### src/rtl/ascii_seg_scanner_if.sv
// Display bus between the digit-register side and the segment scanner.
// The master drives the digit bytes and the change flag; the scanner drives the 7-segment outputs.
interface ascii_seg_scanner_if #(
  parameter int NUM_DIGITS = 4
);
  logic [8*NUM_DIGITS-1:0] digits_in;
  logic                    flag_in;
  logic [6:0]              seg;
  logic [NUM_DIGITS-1:0]   an;
  logic                    frame_done;

  modport master (
    output digits_in,
    output flag_in,
    input  seg,
    input  an,
    input  frame_done
  );

  modport slave (
    input  digits_in,
    input  flag_in,
    output seg,
    output an,
    output frame_done
  );
endinterface

### src/rtl/ascii_seg_scanner.sv
// Time-multiplexed ASCII to 7-segment scanner with tear-free snapshots.
// Staged data is committed to the shadow register only at a frame boundary.
module ascii_seg_scanner #(
  parameter int NUM_DIGITS = 4,
  parameter int SCAN_DIV   = 8,
  parameter int BLANK_CYC  = 2
) (
  input  logic                clk,
  input  logic                reset,
  ascii_seg_scanner_if.slave  bus
);

  localparam int MAXC = (SCAN_DIV > BLANK_CYC) ? SCAN_DIV : BLANK_CYC;
  localparam int TW   = $clog2(MAXC + 1);
  localparam int IW   = (NUM_DIGITS > 1) ? $clog2(NUM_DIGITS) : 1;
  localparam int DW   = 8 * NUM_DIGITS;

  typedef enum logic {
    BLANK = 1'b0,
    DRIVE = 1'b1
  } state_t;

  state_t          state_q, state_d;
  logic [IW-1:0]   idx_q, idx_d;
  logic [TW-1:0]   timer_q, timer_d;
  logic [DW-1:0]   stage_q, stage_d;
  logic [DW-1:0]   shadow_q, shadow_d;
  logic            pending_q, pending_d;
  logic [6:0]      seg_q, seg_d;
  logic [NUM_DIGITS-1:0] an_q, an_d;
  logic            fd_q, fd_d;
  logic            last_dig;

  function automatic logic [6:0] decode(input logic [7:0] c);
    logic [6:0] s;
    case (c)
      8'h30:   s = 7'h7E;
      8'h31:   s = 7'h30;
      8'h32:   s = 7'h6D;
      8'h33:   s = 7'h79;
      8'h34:   s = 7'h33;
      8'h35:   s = 7'h5B;
      8'h36:   s = 7'h5F;
      8'h37:   s = 7'h70;
      8'h38:   s = 7'h7F;
      8'h39:   s = 7'h7B;
      8'h2D:   s = 7'h01;
      8'h41:   s = 7'h77;
      8'h50:   s = 7'h67;
      default: s = 7'h00;
    endcase
    return s;
  endfunction

  assign last_dig = (idx_q == IW'(NUM_DIGITS - 1));

  // Next-state: scan sequencing, snapshot capture/commit, output precompute
  always_comb begin
    state_d   = state_q;
    idx_d     = idx_q;
    timer_d   = timer_q;
    stage_d   = stage_q;
    shadow_d  = shadow_q;
    pending_d = pending_q;
    seg_d     = 7'h00;
    an_d      = '0;
    fd_d      = 1'b0;

    unique case (state_q)
      BLANK: begin
        if (timer_q == TW'(BLANK_CYC - 1)) begin
          state_d = DRIVE;
          timer_d = '0;
        end else begin
          timer_d = timer_q + TW'(1);
        end
      end
      DRIVE: begin
        if (timer_q == TW'(SCAN_DIV - 1)) begin
          state_d = BLANK;
          timer_d = '0;
          idx_d   = last_dig ? '0 : idx_q + IW'(1);
        end else begin
          timer_d = timer_q + TW'(1);
        end
      end
      default: ;
    endcase

    // fd_q marks the last cycle of the frame, so this edge is the boundary
    if (fd_q && pending_q) begin
      shadow_d  = stage_q;
      pending_d = 1'b0;
    end
    if (bus.flag_in) begin
      stage_d   = bus.digits_in;
      pending_d = 1'b1;
    end

    if (state_d == DRIVE) begin
      an_d  = NUM_DIGITS'(1) << idx_d;
      seg_d = decode(shadow_d[{idx_d, 3'b000} +: 8]);
      fd_d  = (idx_d == IW'(NUM_DIGITS - 1)) &&
              (timer_d == TW'(SCAN_DIV - 1));
    end
  end

  // State and registered outputs
  always_ff @(posedge clk) begin
    if (reset) begin
      state_q   <= BLANK;
      idx_q     <= '0;
      timer_q   <= '0;
      stage_q   <= '1;
      shadow_q  <= '1;
      pending_q <= 1'b0;
      seg_q     <= 7'h00;
      an_q      <= '0;
      fd_q      <= 1'b0;
    end else begin
      state_q   <= state_d;
      idx_q     <= idx_d;
      timer_q   <= timer_d;
      stage_q   <= stage_d;
      shadow_q  <= shadow_d;
      pending_q <= pending_d;
      seg_q     <= seg_d;
      an_q      <= an_d;
      fd_q      <= fd_d;
    end
  end

  assign bus.seg        = seg_q;
  assign bus.an         = an_q;
  assign bus.frame_done = fd_q;

endmodule
### src/flat_wrapper.sv
// flat-port wrapper written by rule: the top's interface ports become plain ports
module ascii_seg_scanner_flat 
#(
  parameter int NUM_DIGITS = 4,
  parameter int SCAN_DIV   = 8,
  parameter int BLANK_CYC  = 2
)
  (clk, reset, bus_digits_in, bus_flag_in, bus_seg, bus_an, bus_frame_done);
  ascii_seg_scanner_if #(.NUM_DIGITS(NUM_DIGITS)) bus_i ();
  input  logic clk;
  input  logic reset;
  input wire logic [$bits(bus_i.digits_in)-1:0] bus_digits_in;
  input wire logic [$bits(bus_i.flag_in)-1:0] bus_flag_in;
  output wire logic [$bits(bus_i.seg)-1:0] bus_seg;
  output wire logic [$bits(bus_i.an)-1:0] bus_an;
  output wire logic [$bits(bus_i.frame_done)-1:0] bus_frame_done;
  assign bus_i.digits_in = bus_digits_in;
  assign bus_i.flag_in = bus_flag_in;
  assign bus_seg = bus_i.seg;
  assign bus_an = bus_i.an;
  assign bus_frame_done = bus_i.frame_done;
  ascii_seg_scanner #(.NUM_DIGITS(NUM_DIGITS), .SCAN_DIV(SCAN_DIV), .BLANK_CYC(BLANK_CYC)) u_core (.clk(clk), .reset(reset), .bus(bus_i));
endmodule
### config.mk
export PLATFORM = sky130hd
export DESIGN_NAME = ascii_seg_scanner_flat
export DESIGN_NICKNAME = d
export VERILOG_FILES = /design/src/rtl/ascii_seg_scanner_if.sv /design/src/rtl/ascii_seg_scanner.sv /design/src/flat_wrapper.sv
export SDC_FILE = /design/constraint.sdc
export NUM_CORES = 1
export LEC_CHECK = 0
export CORE_MARGIN = 5
export CORE_UTILIZATION = 35
export DETAILED_ROUTE_END_ITERATION = 6
export SYNTH_ARGS = -nofsm -noshare
export SYNTH_HDL_FRONTEND = slang
export SYNTH_SLANG_ARGS = --single-unit
### constraint.sdc
create_clock -name clk -period 2.6 [get_ports clk]
set_input_delay 0.39 -clock clk [delete_from_list [all_inputs] [get_ports clk]]
set_output_delay 0.39 -clock clk [all_outputs]
set_load 0.05 [all_outputs]
==> results.md <==
* Pleak at roughly 2 nW
* Simple-Gate Fraction of Synth Area at 18.2%
* Latest clock arrival within the worst-skew pair at ~350 ps
* Gp weighted congestion at between 0.7 and 0.8
* Max frequency at around 420 MHz
* Drt initial violations at around 100
* Crit path launch: u_core.timer_q[1]
* Sw Share at 23.5%
* CTS tree: yes
* Ports at 47
* Int Pwr at ~1.9 mW
* Synth Area in XOR/XNOR at less than 1%
* Depth of the worst hold-timing path at 3
* Ys flop type: dfxtp_1
* Sequential share of the synthesized area at 45.6%
* Slew @ Worst Pin at about 640 ps
* Sequential share of power at a little under three fifths
* Number of enable flip-flop cells after synthesis at 0
* Status: finished clean
* Initial antenna violation count at 0
* Max IR drop VDD at about 0.24 mV
* Remaining global-route overflow at 0
* Total Neg Setup Slack at 0 ps
* Row cnt at 37
* Final wirelength at 6990 um
* CTS Hold Bufs at 0
* Pre-Repair DR Iteration Count at 4
* Min Tclk post-route at between 2000 and 2500 ps
* Area Growth Syn to Fin at 23.3%
* Reg-to-Reg End: u_core.bus.seg[0]
* Inserted Diodes at 0
* Relative slew slack at ~57%
* Critical R2R Launch: u_core.timer_q[1]
* Post-Syn Nets at between 300 and 400
* Final Util at roughly 44%
* Maximum clock insertion buffer count at 2
* Critical Path End: u_core.bus.seg[0]
* Ys async rst share at 0%
* Non-Filler Instances at 542
* Largest cells by area after synthesis: dfxtp_1, mux2i_1, a211o_1
* Via count at 2,561
* Mapped Cells at around 350
* Port bufs at 46
* Placed Cells at around 530
* Worst hold path class: input pin to flop
* Max Cap Violations at 0
* Vias in the first global route at 2,472
* DR WL/cell at about 13 um
* Combinational share of power at approximately a tenth
* Die Ht at roughly 110 um
* Synth Area in Compound Gates at between 10% and 20%
* Area leader, netlist: dfxtp_1
* Remaining antenna violation count at 0
* CTS Buf Count at 9
* Fin. max-slew vios at 0
* DR DRC count at 0
* H-tree levels at 3
* Worst Setup Path Type: flop to flop
* Switching power at 0.571 mW
* Syn_area_per_cell at about 10 um2
* Crit path launch type: flop
* R2r setup slk at between 200 and 250 ps
* Worst EP arrival at approximately 2600 ps
* Nets at between 400 and 500
* Die ar. at 12,700 um2
* Post-synthesis mux area share at ~17%
* CTS root buf: clkbuf_8
* Yosys warning total at 0
* Clock power frac at about 34%
* Initial core utilization at 35.7%
* Synth Cell Area at about 3700 um2
* TritonCTS Sinks at 84
* CORE AREA at approximately 10,000 um2
* Global-route wire length before repair at 11,900 um
* Reg clk slew, reported paths at 80 ps
* Netlist cell types at 45
* Final worst path period share at 91.7%
* Pwr Density at around 530 nW/um2
* HPWL after DPL at between 4000 and 5000 um
* Flops & latches, synth at 84
* Fraction of layout cells with a size suffix above 1 at 13.1%
* Final hold violation count at 0
* CP Max Fanout at 13
* Die W at between 100 and 150 um
* Largest net degree at the start of global routing at 70
* Gr usage total at between 10% and 20%
* Via-to-Cell Ratio at ~4.7
* Reg2reg path depth at 11
* Clock Skews at 9.86 ps
* Largest family of logic cells by synthesized area: simple AND/OR/NAND/NOR gates
* Post-Synth Adder-Cell Area at 1.36%
* CP Capture Type: flop
* Share of the synthesized area in the top cell type at between 40 and 50%
* RSZ-0062 raised after global routing: false
* Setup violators final at 0
* Data required time of the worst path at approximately 2900 ps
## per-layer routing
layer,track usage (%),share of wire (%)
met5,0,0
met4,5.37,1.9
met3,2.86,4.1
met2,16.4,41
met1,16.0,53
## state kept, by name, summed over array words and instances (netlist names)
| register | count |
|---|---|
| u_core.bus.seg | 7 |
| u_core.stage_q | 32 |
| u_core.timer_q | 4 |
| u_core.bus.frame_done | 1 |
| u_core.state_q | 1 |
| u_core.idx_q | 2 |
| u_core.shadow_q | 32 |
| u_core.pending_q | 1 |
| u_core.bus.an | 4 |
## synthesized netlist by cell type (3+ instances only)
cell type and count:
inv_1 5, clkbuf_1 13, o21ai_0 7, buf_6 3, dfxtp_1 84, o32ai_1 3, nor2_1 19, ha_1 4
a211o_1 32, buf_4 4, nor2b_1 33, nor3_1 3, nand2b_1 33, a21oi_1 10, nand3_1 3, nand2_1 8
mux2i_1 53
## cell families (layout without fill, tap and decap cells)
logic type,Yosys count,in the layout
flip-flops,84,84
AND/OR/NAND/NOR,113,113
AO/OA/AOI/OAI,63,63
buffers and inverters,30,82
adder cells (fa/ha/maj),4,4
XOR/XNOR,2,2
multiplexers,58,58
## worst min path at each step
stage | from | endpoint | slack [ps]
final | reset | u_core.bus.seg[6] | 400
after global routing | reset | u_core.bus.seg[5] | 410
after CTS | reset | u_core.bus.seg[6] | 380
after detailed placement | u_core.shadow_q[16] | u_core.shadow_q[16] | 470
after global placement | u_core.shadow_q[16] | u_core.shadow_q[16] | 460
after floorplan | u_core.timer_q[0] | u_core.timer_q[0] | 440
## critical path, stage by stage (launching register included)
cell      delay [ps]
dfxtp_2          360
ha_2             200
nand4b_4         130
mux2i_4          230
buf_8            180
buf_4            140
mux2i_1          170
mux2i_1          100
buf_4            190
o32ai_1          290
a21oi_1           80
o32ai_1          210
## power groups by stage
| stage | Clock (mW) | Combinational, mW | Sequential [mW] |
|---|---|---|---|
| 2_1_floorplan | 0 | 0.133 | 1.40 |
| 3_3_place_gp | 0 | 0.228 | 1.40 |
| 3_5_place_dp | 0 | 0.232 | 1.40 |
| 4_1_cts | 0.872 | 0.232 | 1.37 |
| 5_1_grt | 0.933 | 0.256 | 1.38 |
| 6_report | 0.832 | 0.230 | 1.37 |
## final cells by class
class	count	area, um2
clock buffers	12	155
clock inverters	3	22.5
fillers	967	5780
inverters	5	18.8
multi-input cells	240	1880
flip-flops and latches	84	1680
well taps	136	170
repair buffers	62	619
## through the flow
stage / instance area, um2 / hold slack (ps) / power, mW / setup slack [ps]
after floorplan: 3690 / 445 / 1.53 / 206
after global placement: 4300 / 459 / 1.63 / 120
after detailed placement: 4300 / 467 / 1.63 / 35.8
after CTS: 4480 / 382 / 2.47 / 67.1
after global routing: 4550 / 412 / 2.57 / 1.17
final: 4550 / 405 / 2.43 / 215
## layout by cell type, fill, tap and decap left out, types with 2 or more instances in the layout
cell and instances:
nand3b_1 2, nand2b_1 33, nand3_1 3, o21bai_1 2
buf_4 11, a31oi_1 2, nand2_1 7, o21ai_0 7
mux2i_2 4, nor2_1 18, ha_1 3, inv_1 5
clkinvlp_4 3, a211o_1 32, clkbuf_8 11, buf_2 2
and3_1 2, and2b_2 2, a211oi_1 2, nor3_1 3
clkdlybuf4s50_1 44, a21oi_1 10, nor2b_1 33, mux2i_4 4
dfxtp_1 83, mux2i_1 49, o32ai_1 3, buf_12 3
## timing repair
item / in CTS / in global routing
buffers inserted: 0 / 1
gates resized for setup: 1 / 13
endpoints found under the setup margin: 1 / 7
pin swaps: 0 / 2
(Power assumes the default switching activity.)
